[config.mk]
export PLATFORM = sky130hd
export DESIGN_NAME = sap_buffer_register
export DESIGN_NICKNAME = d
export VERILOG_FILES = /design/src/rtl/sap_buffer_register.sv
export SDC_FILE = /design/constraint.sdc
export NUM_CORES = 1
export LEC_CHECK = 0
export ABC_CLOCK_PERIOD_IN_PS = 1400
export BUFFER_PORTS_ARGS = -buffer_cell sky130_fd_sc_hd__buf_2
export CAP_MARGIN = 20
export CORE_AREA = 3 3 40 42
export DETAILED_ROUTE_END_ITERATION = 10
export DIE_AREA = 0 0 43 45
export PLACE_DENSITY = 0.41
export SETUP_SLACK_MARGIN = 0.1
export SKIP_LAST_GASP = 1
export SLEW_MARGIN = 15
export SYNTH_ARGS = -nofsm -noshare
export SYNTH_HDL_FRONTEND = slang
export SYNTH_SLANG_ARGS = --single-unit
[constraint.sdc]
create_clock -name CLK -period 1.4 [get_ports CLK]
set_clock_uncertainty 0.2 [all_clocks]
set_input_delay 0.28 -clock CLK [delete_from_list [all_inputs] [get_ports CLK]]
set_output_delay 0.28 -clock CLK [all_outputs]
set_load 0.02 [all_outputs]
[src/rtl/sap_buffer_register.sv]
// SAP-1 controlled buffer register: a WIDTH-bit store that loads X on a rising
// CLK edge when LOAD is high and otherwise recirculates its contents. CLR is a
// synchronous active-high clear that takes priority over LOAD.
//
// Two cycle-identical implementations sit behind one top-level port list:
//   GATE_LEVEL = 1 : per bit, an AND-OR 2:1 mux gated by CLR feeding a D flip-flop
//   GATE_LEVEL = 0 : a single clocked process
//
// Optional build macro BUF_REG_BUS_OUT_EN adds a tri-state bus driver
// (input ENABLE, output W). W follows R while ENABLE is high and floats otherwise.

// Bare edge-triggered D flip-flop used as the storage cell of the gate-level version
module sap_buffer_register_dff (
   input  logic clk,
   input  logic d,
   output logic q
);

   // Capture D on every rising edge; clear and hold are resolved in front of D
   always_ff @(posedge clk) begin
      q <= d;
   end

endmodule

// Structural version: D_i = ((LOAD & X_i) | (~LOAD & R_i)) & ~CLR
module sap_buffer_register_gate #(
   parameter int WIDTH = 4
) (
   input  logic             CLK,
   input  logic             CLR,
   input  logic             LOAD,
   input  logic [WIDTH-1:0] X,
   output logic [WIDTH-1:0] R
);

   logic             load_n;
   logic             clr_n;
   logic [WIDTH-1:0] r_q;

   not u_load_inv (load_n, LOAD);
   not u_clr_inv  (clr_n, CLR);

   for (genvar i = 0; i < WIDTH; i++) begin : g_bit
      logic take_x;
      logic keep_r;
      logic mux_out;
      logic d_in;

      and u_take (take_x, LOAD, X[i]);
      and u_keep (keep_r, load_n, r_q[i]);
      or  u_mux  (mux_out, take_x, keep_r);
      and u_clr  (d_in, mux_out, clr_n);

      sap_buffer_register_dff u_ff (
         .clk (CLK),
         .d   (d_in),
         .q   (r_q[i])
      );
   end

   assign R = r_q;

endmodule

// Behavioural version of the same register
module sap_buffer_register_beh #(
   parameter int WIDTH = 4
) (
   input  logic             CLK,
   input  logic             CLR,
   input  logic             LOAD,
   input  logic [WIDTH-1:0] X,
   output logic [WIDTH-1:0] R
);

   // Clear beats load, load beats hold; everything resolves on the rising edge
   always_ff @(posedge CLK) begin
      if (CLR) begin
         R <= '0;
      end else if (LOAD) begin
         R <= X;
      end
   end

endmodule

// Top level: selects one implementation and optionally adds the bus driver
module sap_buffer_register #(
   parameter int WIDTH      = 4,
   parameter bit GATE_LEVEL = 1'b1
) (
   input  logic             CLK,
   input  logic             CLR,
   input  logic             LOAD,
   input  logic [WIDTH-1:0] X,
`ifdef BUF_REG_BUS_OUT_EN
   input  logic             ENABLE,
   output tri   [WIDTH-1:0] W,
`endif
   output logic [WIDTH-1:0] R
);

   if (GATE_LEVEL) begin : g_gate
      sap_buffer_register_gate #(.WIDTH(WIDTH)) u_reg (
         .CLK  (CLK),
         .CLR  (CLR),
         .LOAD (LOAD),
         .X    (X),
         .R    (R)
      );
   end else begin : g_beh
      sap_buffer_register_beh #(.WIDTH(WIDTH)) u_reg (
         .CLK  (CLK),
         .CLR  (CLR),
         .LOAD (LOAD),
         .X    (X),
         .R    (R)
      );
   end

`ifdef BUF_REG_BUS_OUT_EN
   assign W = ENABLE ? R : {WIDTH{1'bz}};
`endif

endmodule

==> results by group <==
Outcome
  – Outcome: finished clean

GRT
  – Vias in the first global route: 144
  – Initial antenna violation count: 0
  – Global-route total usage across every layer: 4.663%
  – Grt ovf: 0
  – Global-route wire length before repair: 593 um
  – Largest net degree at the start of global routing: 5

Setup path
  – Crit path cell chain: buf_2
  – CP required: 920 ps
  – Critical Path End Type: output pin
  – Worst path slowest cell: dfxtp_1
  – Critical path startpoint category: flip-flop
  – Crit path from: g_gate.u_reg.g_bit[2].u_ff.q
  – Arrival @ worst endpoint: 710 ps
  – R2r startpoint: g_gate.u_reg.g_bit[0].u_ff.q
  – Crit-path max FO: 2
  – CP delay by family, top: flip-flops
  – Bufs and invs on worst path: 1
  – Critical path class: flip-flop to output pin
  – Crit-path max cell delay: 310 ps
  – Flop2flop setup slack: 620 ps

Drt
  – Post-route ant nets: 0
  – DR pass1 iterations: 2
  – Vias per cell: 3.050
  – Initial DRC Count: 1
  – Final WL: 340 um
  – Vias: 122
  – Post-route DRC: 0
  – Post-DR wirelength/cell: 8.500 um

Synth
  – Synth cell types: 5
  – YS warnings: 0
  – Post-Synth XOR/XNOR Area: 0%
  – Synth Cell Area: 170.2 um^2
  – Synthesized netlist cell count: 17
  – Compound-Gate Fraction of Synth Area: 0%
  – Combinational family with the most area after synthesis: multiplexers
  – Syn_nets: 24
  – Avg Cell Area, Syn: 10.01 um^2
  – Synth Area in Adders: 0%
  – Post-Synth Simple-Gate Area: 8.824%
  – Seq cells post-synth: 4
  – Mux share of post-synthesis cell area: 23.53%
  – Sequential area share after synthesis: 47.06%

Floorplan
  – IO Count: 11
  – # rows: 13
  – Die Width: 43 um
  – Starting Density: 13.24%
  – Die Area: 0.001935 mm^2
  – Core Footprint: 0.001285 mm^2
  – Die Ht: 45 um

Place
  – Number of port buffers: 10
  – Worst slack, placed: 395.9 ps
  – Post-DP Area: 203.9 um^2
  – GPL Wtd Cong: 0.7244

Clock network
  – Clock slew at reported path FFs: 40 ps
  – PostCTS Resize Cnt: 0
  – H-Tree Depth: 1
  – CTS tree: yes
  – Max Root-Sink Buffers: 2
  – Inserted Clock Buffers: 3
  – Skew-Pair Late Insertion Delay: 230 ps
  – CTS Hold Bufs: 0
  – Postcts setup bufs: 0
  – Clk sinks: 4
  – Clock Tree Root: clkbuf_4

Finish
  – Regs by FF count: g_gate.u_reg.g_bit.u_ff.q: 4 flops
  – Layout Nets: 34
  – Max reg flops: 4
  – Most flop-heavy register: g_gate.u_reg.g_bit.u_ff.q
  – Layout cell share with drive strength beyond 1: 52.00%
  – # diodes: 0
  – Design area: 226.5 um^2
  – Syn-to-layout area delta: 33.09%

Run
  – Max-cap violations: 0

Timing
  – RSZ-0062 raised after global routing: no
  – Max-slew violations: 0
  – Post-route minimum period: 1190 ps
  – Fmax: 0.8402 GHz
  – Setup TNS: 0 ps
  – Min setup slack post-route: 209.9 ps
  – Crit share post-route: 85.01%
  – Final setup violation count: 0
  – Worst-Margin Slew: 130.9 ps
  – Final hold vios: 0
  – Rel. slew slack: 91.02%

Pwr
  – Worst IR drop on VDD: 0.0004533 V
  – Power per cell area: 1348 mW/mm^2
  – Leakage: 0.1215 nW

Hold path
  – Hold/Removal Path Class: input pin to flip-flop
  – Hold Path Origin: CLR
cell type report:
class                           count  area [um^2]
Fill cell                         150         1059
Sequential cell                     4        80.08
Multi-Input combinational cell      8        55.05
Timing Repair Buffer               10        50.05
Clock buffer                        3        22.52
Tap cell                           15        18.77
stage by stage:
stage	total power, mW	util (%)	instances	hold WS (ps)
floorplan	0.1566	-	17	152.4
global route	0.3292	17.62	40	65.85
global placement	0.1629	15.87	37	271.4
detailed placement	0.1639	15.87	37	278.9
CTS	0.3145	17.62	40	50.99
finish	0.3052	17.62	40	54.57
worst paths after layout:
path	to	depth (start not counted)
setup / recovery	R[2]	1
hold / removal	g_gate.u_reg.g_bit[0].u_ff.q	2
setup reg to reg	g_gate.u_reg.g_bit[0].u_ff.q	2
hold reg to reg	g_gate.u_reg.g_bit[3].u_ff.q	2
cells by family (layout without fill, tap and decap cells):
logic type,count (synthesis),count (layout)
mux,4,4
buf+inv,5,13
simple gates,4,4
flops,4,4
where the power goes:
part	switching, mW	internal, mW	total [mW]	leakage [nW]
clock	0.0477	0.0960	0.144	0.0138
sequential	0.00267	0.121	0.124	0.0330
combinational	0.0205	0.0170	0.0375	0.0747
total	0.0709	0.234	0.305	0.122
per-layer routing:
layer,track usage (%),up-vias,part of all wire [%]
met3,3.984,0,17
li1,-,66,-
met2,5.090,10,30
met5,0,-,0
met4,3.614,0,0
met1,5.542,46,52
cells in the final DEF, fill, tap and decap left out, drive strengths merged:
cell type and n:
clkbuf 3, buf 10, dfxtp 4, mux2i 4
nor2 4
cells in the mapped netlist:
master	count	area, um^2
clkbuf_2	1	5.000
mux2i_1	4	40.04
dfxtp_1	4	80.08
nor2_1	4	15.01
buf_4	4	30.03
(Power assumes the default switching activity.)
